===== config.mk =====
export PLATFORM = sky130hd
export DESIGN_NAME = text_console_writer
export DESIGN_NICKNAME = d
export VERILOG_FILES = /design/src/rtl/text_console_writer.sv
export SDC_FILE = /design/constraint.sdc
export NUM_CORES = 1
export LEC_CHECK = 0
export ABC_AREA = 1
export BUFFER_PORTS_ARGS = -buffer_cell sky130_fd_sc_hd__buf_2
export CORE_MARGIN = 2
export CORE_UTILIZATION = 45
export DETAILED_ROUTE_END_ITERATION = 16
export SLEW_MARGIN = 20
export SYNTH_ARGS = -nofsm -noshare
export SYNTH_HDL_FRONTEND = slang
export SYNTH_SLANG_ARGS = --single-unit

===== constraint.sdc =====
create_clock -name clk -period 2.2 [get_ports clk]
set_input_delay 0 -clock clk [delete_from_list [all_inputs] [get_ports clk]]
set_output_delay 0 -clock clk [all_outputs]
set_load 0.1 [all_outputs]

===== src/rtl/text_console_writer.sv =====
`timescale 1ns/1ps
`default_nettype none
// ============================================================================
// Module      : text_console_writer
// Description : Character-cell text console. Renders printable bytes from an
//               external synchronous font ROM into a 1-bit framebuffer one
//               pixel per cycle, and handles LF, CR, BS and FF control codes
//               with optional blanking of each newly entered row.
// Revision    : 1.0 - initial release
// ============================================================================
module text_console_writer #(
    parameter int CHAR_W     = 8,
    parameter int CHAR_H     = 8,
    parameter int COLS       = 100,
    parameter int ROWS       = 75,
    parameter int WRAP_CLEAR = 1,
    localparam int XW  = $clog2(COLS * CHAR_W),
    localparam int YW  = $clog2(ROWS * CHAR_H),
    localparam int CW  = (COLS > 1)   ? $clog2(COLS)   : 1,
    localparam int RW  = (ROWS > 1)   ? $clog2(ROWS)   : 1,
    localparam int FRW = (CHAR_H > 1) ? $clog2(CHAR_H) : 1
) (
    input  logic              clk,
    input  logic              rst_n,
    input  logic              char_valid,
    input  logic [7:0]        char_data,
    output logic              char_ready,
    output logic              busy,
    output logic [7:0]        font_char,
    output logic [FRW-1:0]    font_row,
    input  logic [CHAR_W-1:0] font_data,
    output logic              fb_we,
    output logic [XW-1:0]     fb_x,
    output logic [YW-1:0]     fb_y,
    output logic              fb_data,
    output logic [CW-1:0]     cursor_col,
    output logic [RW-1:0]     cursor_row
);

    localparam int PW = (CHAR_W > 1) ? $clog2(CHAR_W) : 1;

    localparam logic [XW-1:0]  c_x_last   = XW'(COLS * CHAR_W - 1);
    localparam logic [YW-1:0]  c_y_last   = YW'(ROWS * CHAR_H - 1);
    localparam logic [CW-1:0]  c_col_last = CW'(COLS - 1);
    localparam logic [RW-1:0]  c_row_last = RW'(ROWS - 1);
    localparam logic [PW-1:0]  c_pix_last = PW'(CHAR_W - 1);
    localparam logic [FRW-1:0] c_sub_last = FRW'(CHAR_H - 1);

    localparam logic [7:0] c_bs = 8'h08;
    localparam logic [7:0] c_lf = 8'h0A;
    localparam logic [7:0] c_ff = 8'h0C;
    localparam logic [7:0] c_cr = 8'h0D;

    typedef enum logic [2:0] {
        S_IDLE  = 3'd0,
        S_FETCH = 3'd1,
        S_DRAW  = 3'd2,
        S_ERASE = 3'd3,
        S_FILL  = 3'd4
    } state_t;

    state_t            r_state;
    logic [CW-1:0]     r_col;       // cell committed to the cursor when the op ends
    logic [RW-1:0]     r_row;
    logic [PW-1:0]     r_pix;       // pixel index within a glyph row
    logic [FRW-1:0]    r_sub;       // glyph row index
    logic [XW-1:0]     r_x;
    logic [YW-1:0]     r_y;
    logic [YW-1:0]     r_y_end;     // last raster line of the current fill
    logic [CHAR_W-1:0] r_glyph;
    logic              r_blank_en;  // ERASE writes pixels; clear = one-cycle cursor-only op

    logic [RW-1:0]     w_down_row;
    logic              w_col_wrap;
    logic [CW-1:0]     w_nxt_col;
    logic [RW-1:0]     w_nxt_row;
    logic [CW-1:0]     w_bs_col;
    logic [RW-1:0]     w_bs_row;
    logic [XW-1:0]     w_cur_x;
    logic [YW-1:0]     w_cur_y;
    logic [XW-1:0]     w_bs_x;
    logic [YW-1:0]     w_bs_y;
    logic [XW-1:0]     w_tgt_x;
    logic [YW-1:0]     w_down_y0;
    logic [PW-1:0]     w_bit_idx;
    logic              w_printable;
    logic              w_at_home;

    // Cursor arithmetic: next cell, row below, previous cell and their pixel origins
    always_comb begin
        w_down_row  = (cursor_row == c_row_last) ? '0 : cursor_row + 1'b1;
        w_col_wrap  = (cursor_col == c_col_last);
        w_nxt_col   = w_col_wrap ? '0 : cursor_col + 1'b1;
        w_nxt_row   = w_col_wrap ? w_down_row : cursor_row;
        w_bs_col    = (cursor_col != '0) ? cursor_col - 1'b1 : c_col_last;
        w_bs_row    = (cursor_col != '0) ? cursor_row : cursor_row - 1'b1;
        w_cur_x     = XW'(cursor_col) * XW'(CHAR_W);
        w_cur_y     = YW'(cursor_row) * YW'(CHAR_H);
        w_bs_x      = XW'(w_bs_col) * XW'(CHAR_W);
        w_bs_y      = YW'(w_bs_row) * YW'(CHAR_H);
        w_tgt_x     = XW'(r_col) * XW'(CHAR_W);
        w_down_y0   = YW'(w_down_row) * YW'(CHAR_H);
        w_bit_idx   = c_pix_last - r_pix;
        w_printable = (char_data >= 8'h20) && (char_data <= 8'h7E);
        w_at_home   = (cursor_col == '0) && (cursor_row == '0);
    end

    // The ROM row for pixel 0 arrives in the first DRAW cycle, so that pixel
    // is taken straight from the ROM and the rest from the latched copy.
    always_comb begin
        char_ready = (r_state == S_IDLE);
        busy       = (r_state != S_IDLE);
        fb_we      = (r_state == S_DRAW) || (r_state == S_FILL) ||
                     ((r_state == S_ERASE) && r_blank_en);
        fb_x       = r_x;
        fb_y       = r_y;
        fb_data    = 1'b0;
        if (r_state == S_DRAW) begin
            fb_data = (r_pix == '0) ? font_data[CHAR_W-1] : r_glyph[w_bit_idx];
        end
    end

    // Command decode, render/erase/fill sequencing and cursor update
    always_ff @(posedge clk or negedge rst_n) begin
        if (!rst_n) begin
            r_state    <= S_IDLE;
            r_col      <= '0;
            r_row      <= '0;
            r_pix      <= '0;
            r_sub      <= '0;
            r_x        <= '0;
            r_y        <= '0;
            r_y_end    <= '0;
            r_glyph    <= '0;
            r_blank_en <= 1'b0;
            font_char  <= '0;
            font_row   <= '0;
            cursor_col <= '0;
            cursor_row <= '0;
        end else begin
            unique case (r_state)
                S_IDLE: begin
                    if (char_valid) begin
                        r_pix <= '0;
                        r_sub <= '0;
                        if (w_printable) begin
                            font_char <= char_data;
                            font_row  <= '0;
                            r_x       <= w_cur_x;
                            r_y       <= w_cur_y;
                            r_state   <= S_FETCH;
                        end else if (char_data == c_lf) begin
                            r_col <= '0;
                            r_row <= w_down_row;
                            if (WRAP_CLEAR != 0) begin
                                cursor_col <= '0;
                                cursor_row <= w_down_row;
                                r_x        <= '0;
                                r_y        <= w_down_y0;
                                r_y_end    <= w_down_y0 + YW'(CHAR_H - 1);
                                r_state    <= S_FILL;
                            end else begin
                                r_blank_en <= 1'b0;
                                r_state    <= S_ERASE;
                            end
                        end else if (char_data == c_cr) begin
                            r_col      <= '0;
                            r_row      <= cursor_row;
                            r_blank_en <= 1'b0;
                            r_state    <= S_ERASE;
                        end else if (char_data == c_bs) begin
                            if (w_at_home) begin
                                r_col      <= cursor_col;
                                r_row      <= cursor_row;
                                r_blank_en <= 1'b0;
                            end else begin
                                r_col      <= w_bs_col;
                                r_row      <= w_bs_row;
                                r_x        <= w_bs_x;
                                r_y        <= w_bs_y;
                                r_blank_en <= 1'b1;
                            end
                            r_state <= S_ERASE;
                        end else if (char_data == c_ff) begin
                            r_col   <= '0;
                            r_row   <= '0;
                            r_x     <= '0;
                            r_y     <= '0;
                            r_y_end <= c_y_last;
                            r_state <= S_FILL;
                        end
                    end
                end

                S_FETCH: begin
                    r_pix   <= '0;
                    r_state <= S_DRAW;
                end

                S_DRAW: begin
                    if (r_pix == '0) begin
                        r_glyph <= font_data;
                    end
                    r_x   <= r_x + 1'b1;
                    r_pix <= r_pix + 1'b1;
                    if (r_pix == c_pix_last) begin
                        if (r_sub == c_sub_last) begin
                            cursor_col <= w_nxt_col;
                            cursor_row <= w_nxt_row;
                            if ((WRAP_CLEAR != 0) && w_col_wrap) begin
                                r_col   <= w_nxt_col;
                                r_row   <= w_nxt_row;
                                r_x     <= '0;
                                r_y     <= w_down_y0;
                                r_y_end <= w_down_y0 + YW'(CHAR_H - 1);
                                r_state <= S_FILL;
                            end else begin
                                r_state <= S_IDLE;
                            end
                        end else begin
                            r_sub    <= r_sub + 1'b1;
                            font_row <= r_sub + 1'b1;
                            r_pix    <= '0;
                            r_x      <= w_cur_x;
                            r_y      <= r_y + 1'b1;
                            r_state  <= S_FETCH;
                        end
                    end
                end

                S_ERASE: begin
                    if (!r_blank_en) begin
                        cursor_col <= r_col;
                        cursor_row <= r_row;
                        r_state    <= S_IDLE;
                    end else begin
                        r_x   <= r_x + 1'b1;
                        r_pix <= r_pix + 1'b1;
                        if (r_pix == c_pix_last) begin
                            r_pix <= '0;
                            r_x   <= w_tgt_x;
                            r_y   <= r_y + 1'b1;
                            r_sub <= r_sub + 1'b1;
                            if (r_sub == c_sub_last) begin
                                cursor_col <= r_col;
                                cursor_row <= r_row;
                                r_state    <= S_IDLE;
                            end
                        end
                    end
                end

                S_FILL: begin
                    if (r_x == c_x_last) begin
                        r_x <= '0;
                        r_y <= r_y + 1'b1;
                        if (r_y == r_y_end) begin
                            cursor_col <= r_col;
                            cursor_row <= r_row;
                            r_state    <= S_IDLE;
                        end
                    end else begin
                        r_x <= r_x + 1'b1;
                    end
                end

                default: r_state <= S_IDLE;
            endcase
        end
    end

endmodule
`default_nettype wire


* Yosys cells after proc, flatten, opt, wreduce, memory -nomap -nowiden *
Cells that the tools add are included.

operators by class
  $add $sub $neg = 10
  magnitude comparators = 3
  eq/ne operators = 37
  mux-type cells = 121
  bitwise logic cells = 2
  reduce and logical (&&, ||, !) cells = 28

operators with widths
  cell                                                   count
  two-way mux 10 bit                                     34
  two-way mux 7 bit                                      44
  case mux 10 bit (4 select lines)                       2
  two-way mux 3 bit                                      25
  case mux 7 bit (4 select lines)                        2
  == test 8 x 4 -> 1 bit, second input constant          4
  case mux 7 bit (2 select lines)                        2
  adder 10 x 1 -> 10 bit, second input constant          2
  case mux 10 bit (2 select lines)                       1
  AND reduction 10 bit                                   2
  case mux 3 bit (5 select lines)                        1
  adder 7 x 1 -> 7 bit, second input constant            2
  == test 7 bit, second input constant                   2
  logical NOT 7 bit                                      2
  inequality test 2 x 1 -> 1 bit, second input constant  7
  AND reduction 7 bit                                    2
  subtractor 7 x 1 -> 7 bit, second input constant       2
  case mux 3 bit (4 select lines)                        1
  AND reduction 6 bit                                    2
  adder 10 x 3 -> 10 bit, second input constant          1
  == test 10 bit                                         1
  == test 10 bit, second input constant                  1
  inequality test 2 bit, second input constant           5
  inequality test 5 x 1 -> 1 bit, second input constant  2
  other kinds (30)                                       52

storage, ports and cells
  bits in registers = 87
  input bits = 19
  output and inout bits = 49
  logic and storage cells = 215

* Longest topological paths before layout *
Gate-level depths: netlist of the first run.

  word-level depth = 9
  depth in mapped cells = 14
  gate-level depth less buffers = 13

* Worst setup path after synthesis of the first run *
Ideal clock, no wire load.

  kind = register -> register
  start point = reg cursor_row[0]
  end point = reg r_y[8] (netlist: fb_y[8])
  library setup time = 122 ps
  arrival time = 2456 ps
  data required time = 2078 ps
  slack = -378 ps
  cell stages (with the launch flop) = 13
  path buffers = 2
  period minus slack after synthesis = 2578 ps
  path through = dfrtp_1 -> clkbuf_1 -> inv_1 -> ha_1 -> nand2_1 -> nor2_1 -> nand2_1 -> nand2_1 -> nand3_2 -> nand3_2 -> buf_6 -> nor2_1 -> a21boi_2

between the ends
  word-level cells in the longest chain between the ends = 9
  elaborated cells between the ends (all ways) = 19
  those cells by class = 2 x add/sub; 2 x eq/ne; 12 x mux; 3 x reduce/logical

ends and longest elaborated chain
  element                           line  source
  start: declaration                37    output logic [RW-1:0] cursor_row
  start signal: assignment          157   cursor_row <= w_down_row;
  start signal: assignment          209   cursor_row <= w_nxt_row;
  start signal: assignment          234   cursor_row <= r_row;
  subtractor 7 x 1 -> 7 bit         96    w_bs_row = (cursor_col != '0) ? cursor_row : cursor_row - 1'b1;
  two-way mux 7 bit                 96
  two-way mux 10 bit                172   if (w_at_home) begin
  two-way mux 10 bit                171   end else if (char_data == c_bs) begin
  two-way mux 10 bit                166   end else if (char_data == c_cr) begin
  two-way mux 10 bit                152   end else if (char_data == c_lf) begin
  two-way mux 10 bit                146   if (w_printable) begin
  two-way mux 10 bit                143   if (char_valid) begin
  case mux 10 bit (4 select lines)  141   unique case (r_state)
  end signal: assignment            150   r_y <= w_cur_y;
  end signal: assignment            159   r_y <= w_down_y0;
  end signal: assignment            180   r_y <= w_bs_y;
  end: declaration                  68    logic [YW-1:0] r_y;

Several ways; a longest one is shown, not always the timed one. The select of a mux whose other input is x is not followed.
A chain may end at the register's enable or synchronous reset.

* Final worst setup path of the first run *
  start point = reg cursor_row[0]
  end point = reg r_y[7] (netlist: fb_y[7])

The elaborated chain is that of the path after synthesis.

==> out/metrics.yaml, run 1 <==
ant_nets: 0
max_freq_mhz: 481.8
synth_seq_cells: 85
r2r-start: "cursor_row[0]$_DFFE_PN0P_"
tns_ns: 0
cp_cell_sequence: "inv_2 > ha_2 > nand2_1 > nor2_1 > nand2_1 > nand2_1 > nand3_2 > nand3_4 > nand2_1 > a21boi_2"
async_flop_share_pct: 100.0
finClkSkew_ns: 0.006332
start_util_pct: 46.48
wirelength_um: 18920
synthCells: 872
hp-class: "input pin to async pin"
vias: 6314
grt-ovfl-total: 0
use_met1_pct: 39.99
worst-path-stages: 10
use_met3_pct: 3.427
critPathLaunchType: "flip-flop"
cts_tree: "yes"
p_per_area_nw_per_um2: 447.6
portBuffers: 67
die_y_um: 118.6
stdcell_count: 1183
period_minus_slack_ns: 2.076
relSlewSlack_pct: 66.70
r2r_setup_slack_ns: 0.12
core_um2: 12720
gr-usage-met2_pct: 42.67
globalplace.congestion: 0.9519
ios: 68
clock_power_share_pct: 47.8
drc: 0
timing.final.ws_setup_ns: 0.1245
finalHoldViolCount: 0
yosysWarnings: 0
synth_edf_count: 0
grt_usage_pct: 27.47
syn_avg_cell_area_um2: 6.781
synthesis.nets: 904
arrival_ns: 2.30
seqPwrFrac_pct: 47.5
p_switching_w: 0.0007725
grt_pass1_wl_um: 30820
rsz0062_at_grt: "true"
fin_util_pct: 58.05
r2r_cells: 10
path_clk_slew_ns: 0.07
num_rows: 41
dpl.hpwl_um: 14320
end_kind: "flip-flop"
clock_sinks: 85
timing.final.crit_share_pct: 94.34
cap_violations: 0
wl_per_cell_um: 15.99
viasPerCell: 5.337
slowest_stage: "dfrtp_4"
clk_path_buf_depth: 2
grt_max_degree: 36
yosysTopAreaCellShare_pct: 35.97
diodes: 0
die_x_um: 118.6
antenna_found_initial: 0
p_sw_share_pct: 23.37
tightest_slew_ns: 0.4994
cp_max_fo: 12
numCtsBuffers: 9
cts_max_level: 3
dr.pass1.iters: 5
gr-max-usage-layer: "met2"
yosysTopAreaCell: "dfrtp_1"
status: "finished, final reports clean"
layout-drive-gt1-share_pct: 20.47
path_buf_inv: 1
crit_top_cell: "nand2_1"
dp_slack_ns: -0.08910
worstSetupEndpoint: "fb_y[7]$_DFFE_PN0P_"
area_delta_synth_final_pct: 24.90
n_fill_cell: 1266
placed_cells: 1148
synth_ff_type: "dfrtp_1"
yosys-top-cells-area: "dfrtp_1, nand2_1, o21ai_0"
critPathKind: "flip-flop to flip-flop"
crit_required_ns: 2.42
synth.distinct_cells: 39
clockRootBuffer: "clkbuf_16"
vdd_drop_max_mv: 0.3506
grt_pass1_vias: 5991
clkLatencyLatePin_ns: 0.34
path_delay_family: "simple AND/OR/NAND/NOR gates"
p_leak_nw: 3.803
yosysSeqAreaShare_pct: 35.97
pwr-share-comb_pct: 4.8
internal-power_w: 0.002534
cp-startpoint: "cursor_row[0]$_DFFE_PN0P_"
die-area_um2: 14070
fin_nets: 1038
r2r_end: "fb_y[7]$_DFFE_PN0P_"
critPathMaxStageDelay_ns: 0.48
finalSetupViolations: 0
drv_slew: 0
drtIter0Drc: 469
syn_area_um2: 5913
==> worst min path at each step <==
stage               slack (ns)  cells after the start   from                         to
floorplan                -0.30                      0  rst_n  cursor_col[0]$_DFFE_PN0P_
global placement        -0.005                      1  rst_n   font_char[2]$_DFFE_PN0P_
detailed placement     -0.0008                      1  rst_n        fb_y[8]$_DFFE_PN0P_
CTS                       0.17                      2  rst_n     r_y_end[5]$_DFFE_PN0P_
global route              0.19                      2  rst_n        fb_y[5]$_DFFE_PN0P_
finish                    0.16                      2  rst_n     r_y_end[5]$_DFFE_PN0P_
==> logic make-up (layout without fill, tap and decap cells) <==
logic type      count (synthesis)  after routing  synth area share [%]
compound gates                152            152                 14.45
xor+xnor                       20             20                 2.962
fa+ha+maj                      13             13                 2.751
buf+inv                       116            255                 8.252
flops                          85             85                 35.97
mux                             1              1                0.1904
simple gates                  485            485                 35.42
==> synth_stat cells (all sizes together) (2+ instances only) <==
cell / count
and2: 2
o22ai: 12
xnor2: 4
a22oi: 8
inv: 91
a21oi: 34
buf: 17
nand4: 15
a31oi: 5
o211ai: 10
clkbuf: 8
a21boi: 4
nor3: 9
o21ai: 76
ha: 13
nand2: 297
nor2: 84
nand3: 72
or2: 2
xor2: 16
dfrtp: 85
nand3b: 4
==> state kept, by name (all words and copies together), names as in the netlist <==
register,count
font_char,8
r_row,7
font_row,3
r_glyph,8
r_y_end,8
r_pix,3
fb_y,10
fb_x,10
r_blank_en,1
r_state,3
r_col,7
cursor_row,7
cursor_col,7
r_sub,3
==> through the flow <==
step / area [µm²] / hold WS [ns] / power, W
floorplan: 5968 / -0.2956 / 0.001658
global placement: 6869 / -0.005167 / 0.001733
detailed placement: 6869 / -0.0007611 / 0.001734
CTS: 7346 / 0.1736 / 0.003326
global route: 7386 / 0.1913 / 0.003426
finish: 7386 / 0.1621 / 0.003306
==> timing repair <==
item	in CTS	in global routing
resized for setup	2	11
setup buffers	0	2
hold endpoints to repair	48	0
hold buffers	17	0
setup endpoints to repair	12	28
pin swaps	0	2
==> placed cells by master, fill, tap and decap left out, types with 10 or more instances in the layout <==
cell and n:
dfrtp_1 70, nand2_1 291, nand3_1 64, buf_4 64, ha_1 10, inv_1 82
nor2_1 68, dfrtp_2 14, dlygate4sd3_1 17, a21oi_1 34, buf_2 65, xor2_1 16
o21ai_0 68, o22ai_1 12, o211ai_1 10, nand4_1 15
==> power by group through the flow <==
stage               combinational, W  clock (W)  sequential (W)
finish                      0.000157    0.00158         0.00157
global route                0.000173    0.00168         0.00157
CTS                         0.000159    0.00160         0.00157
detailed placement          0.000136          0         0.00160
global placement            0.000134          0         0.00160
floorplan                  0.0000250          0         0.00163
==> final cells by class <==
class / count / area [µm²] / area share, %
clock buffer: 13 / 250.2 / 3.388
timing repair buffer: 148 / 1016 / 13.76
sequential: 85 / 2148 / 29.09
tap: 172 / 215.2 / 2.914
multi-input combinational: 671 / 3356 / 45.43
clock inverter: 3 / 46.29 / 0.6268
inverter: 91 / 354.1 / 4.794
==> layer usage <==
| layer | up-vias | share of wire [%] |
|---|---|---|
| met1 | 2970 | 47 |
| met3 | 24 | 5.4 |
| li1 | 3116 | - |
| met2 | 204 | 46 |
| met5 | - | 0 |
| met4 | 0 | 1.4 |
No activity file was read; power rests on OpenSTA's default activity.
==> inputs of run 2 (changes only) <==
--- a/config.mk
+++ b/config.mk
@@ -10,6 +10,7 @@
 export CORE_MARGIN = 2
 export CORE_UTILIZATION = 45
 export DETAILED_ROUTE_END_ITERATION = 16
+export SKIP_LAST_GASP = 1
 export SLEW_MARGIN = 20
 export SYNTH_ARGS = -nofsm -noshare
 export SYNTH_HDL_FRONTEND = slang
==> constraint.sdc (replaced) <==
create_clock -name clk -period 2.2 [get_ports clk]
set_input_delay 0 -clock clk [delete_from_list [all_inputs] [get_ports clk]]
set_output_delay 0 -clock clk [all_outputs]
set_load 0.02 [all_outputs]
==> out/metrics.yaml, run 2 (synthesis gave the netlist of run 1 again) <==
fin_nets: 1040  # was 1038
crit_required_ns: 2.43  # was 2.42 ns
tightest_slew_ns: 0.6837  # was 0.4994 ns
finalSetupViolations: 0  # unchanged
diodes: 0  # unchanged
relSlewSlack_pct: 54.42  # was 66.70%
die_y_um: 118.6  # unchanged
dr.pass1.iters: 5  # unchanged
status: "finished, final reports clean"  # unchanged
ios: 68  # unchanged
final_common_cell: "nand2_1"  # unchanged
final_cell_mix: "nand2_1, dfrtp_1, inv_1"  # was nand2_1, inv_1, dfrtp_1
grt_pass1_wl_um: 30610  # was 30820 µm
fin_area_um2: 7373  # was 7386 µm²
r2r-start: "r_pix[1]$_DFFE_PN0P_"  # was cursor_row[0]$_DFFE_PN0P_
area_delta_synth_final_pct: 24.69  # was 24.90%
p_per_area_nw_per_um2: 460.3  # was 447.6 nW/µm²
wl_per_cell_um: 16.39  # was 15.99 µm
cts_tree: "yes"  # unchanged
r2r_setup_slack_ns: 0.07  # was 0.12 ns
arrival_ns: 2.36  # was 2.30 ns
end_kind: "flip-flop"  # unchanged
cap_violations: 0  # unchanged
r2r_end: "r_col[6]$_DFFE_PN0P_"  # was fb_y[7]$_DFFE_PN0P_
globalplace.congestion: 0.8964  # was 0.9519
clockRootBuffer: "clkbuf_16"  # unchanged
cp-startpoint: "char_data[6]"  # was cursor_row[0]$_DFFE_PN0P_
cp_max_fo: 20  # was 12
vdd_drop_max_mv: 0.2481  # was 0.3506 mV
critPathKind: "input pin to flip-flop"  # was flip-flop to flip-flop
wirelength_um: 19420  # was 18920 µm
tns_ns: 0  # unchanged
clkLatencyLatePin_ns: 0.35  # was 0.34 ns
placed_cell_area_um2: 6813  # was 6869 µm²
path_clk_slew_ns: 0.07  # about the same
grt-ovfl-total: 0  # unchanged
num_rows: 41  # unchanged
rsz0062_at_grt: "true"  # unchanged
cts_max_level: 3  # unchanged
clock_sinks: 85  # unchanged
hp-class: "input pin to async pin"  # unchanged
finalHoldViolCount: 0  # unchanged
finClkSkew_ns: 0.009773  # was 0.006332 ns
die_x_um: 118.6  # unchanged
core_um2: 12720  # unchanged
grt_max_degree: 50  # was 36
dpl.hpwl_um: 14390  # was 14320 µm
period_minus_slack_ns: 2.130  # was 2.076 ns
layout-drive-gt1-share_pct: 18.66  # was 20.47%
start_util_pct: 46.48  # unchanged
grt_pass1_vias: 5856  # was 5991
r2r_cells: 13  # was 10
p_leak_nw: 3.855  # was 3.803 nW
max_freq_mhz: 469.6  # was 481.8 MHz
numCtsBuffers: 9  # unchanged
vias: 6415  # was 6314
critPathLaunchType: "input pin"  # was flip-flop
timing.final.crit_share_pct: 96.80  # was 94.34%
portBuffers: 67  # unchanged
grt_usage_pct: 27.30  # was 27.47%
die-area_um2: 14070  # unchanged
viasPerCell: 5.414  # was 5.337
drv_slew: 0  # unchanged
antenna_found_initial: 0  # unchanged
drc: 0  # unchanged
clk_path_buf_depth: 2  # unchanged
ant_nets: 0  # unchanged
drtIter0Drc: 523  # was 469
-- run 2: timing repair --
action | CTS | global route
setup buffers | 0 | 3
hold buffers | 17 | 0
setup endpoints to repair | 11 | 34
gates cloned | 0 | 1
pin swaps | 0 | 4
resized for setup | 1 | 9
hold endpoints to repair | 64 | 0
-- run 2: layout make-up --
type                       count  area, µm²
multi-input combinational    672       3332
clock inverter                 5      83.83
tap                          172      215.2
sequential                    85       2128
clock buffer                  11      242.7
fill                        1272       5349
timing repair buffer         149       1025
inverter                      91      346.6
-- run 2: worst max path at each step --
stage / to / slack (ns)
finish: r_col[6]$_DFFE_PN0P_ / 0.07
global route: r_col[6]$_DFFE_PN0P_ / -0.04
CTS: fb_y[5]$_DFFE_PN0P_ / 0.02
detailed placement: cursor_col[3]$_DFFE_PN0P_ / -0.05
global placement: cursor_row[4]$_DFFE_PN0P_ / -0.03
floorplan: fb_y[8]$_DFFE_PN0P_ / 0.13
-- run 2: where the power goes --
group,switching (W),internal (W)
logic,0.0000778,0.0000492
registers,0.00000228,0.00157
clock network,0.000669,0.00103
total,0.000749,0.00264
-- run 2: critical path, cell delays in order --
cell and delay (ns):
dlygate4sd3_1 0.54, buf_2 0.13, inv_1 0.08, nand2_1 0.06, nor2_1 0.23, nand2_1 0.31
nand2_1 0.24, nor2_1 0.08, nor2_1 0.20, buf_12 0.20, o21ai_1 0.11, o21ai_1 0.11
inv_1 0.06
-- run 2: per-layer routing --
metal | track usage (%) | wire length, µm | vias up
met2 | 41.99 | 8768 | 234
met3 | 4.585 | 1248 | 20
met4 | 6.399 | 183 | 0
met5 | 0 | 0 | -
met1 | 39.99 | 9221 | 3038
li1 | - | - | 3123
-- run 2: stage by stage --
step                      utilization, %  hold slack [ns]  cells  power [W]  worst slack (ns)
after global placement             53.55          0.06096   1148   0.001700          -0.02781
after floorplan                        -          -0.2956    872   0.001628            0.1343
after CTS                          57.47           0.2478   1181   0.003414           0.02496
final                              57.96           0.2231   1185   0.003394           0.07046
after global routing               57.96           0.2786   1185   0.003488          -0.03608
after detailed placement           53.55          0.08129   1148   0.001703          -0.04976
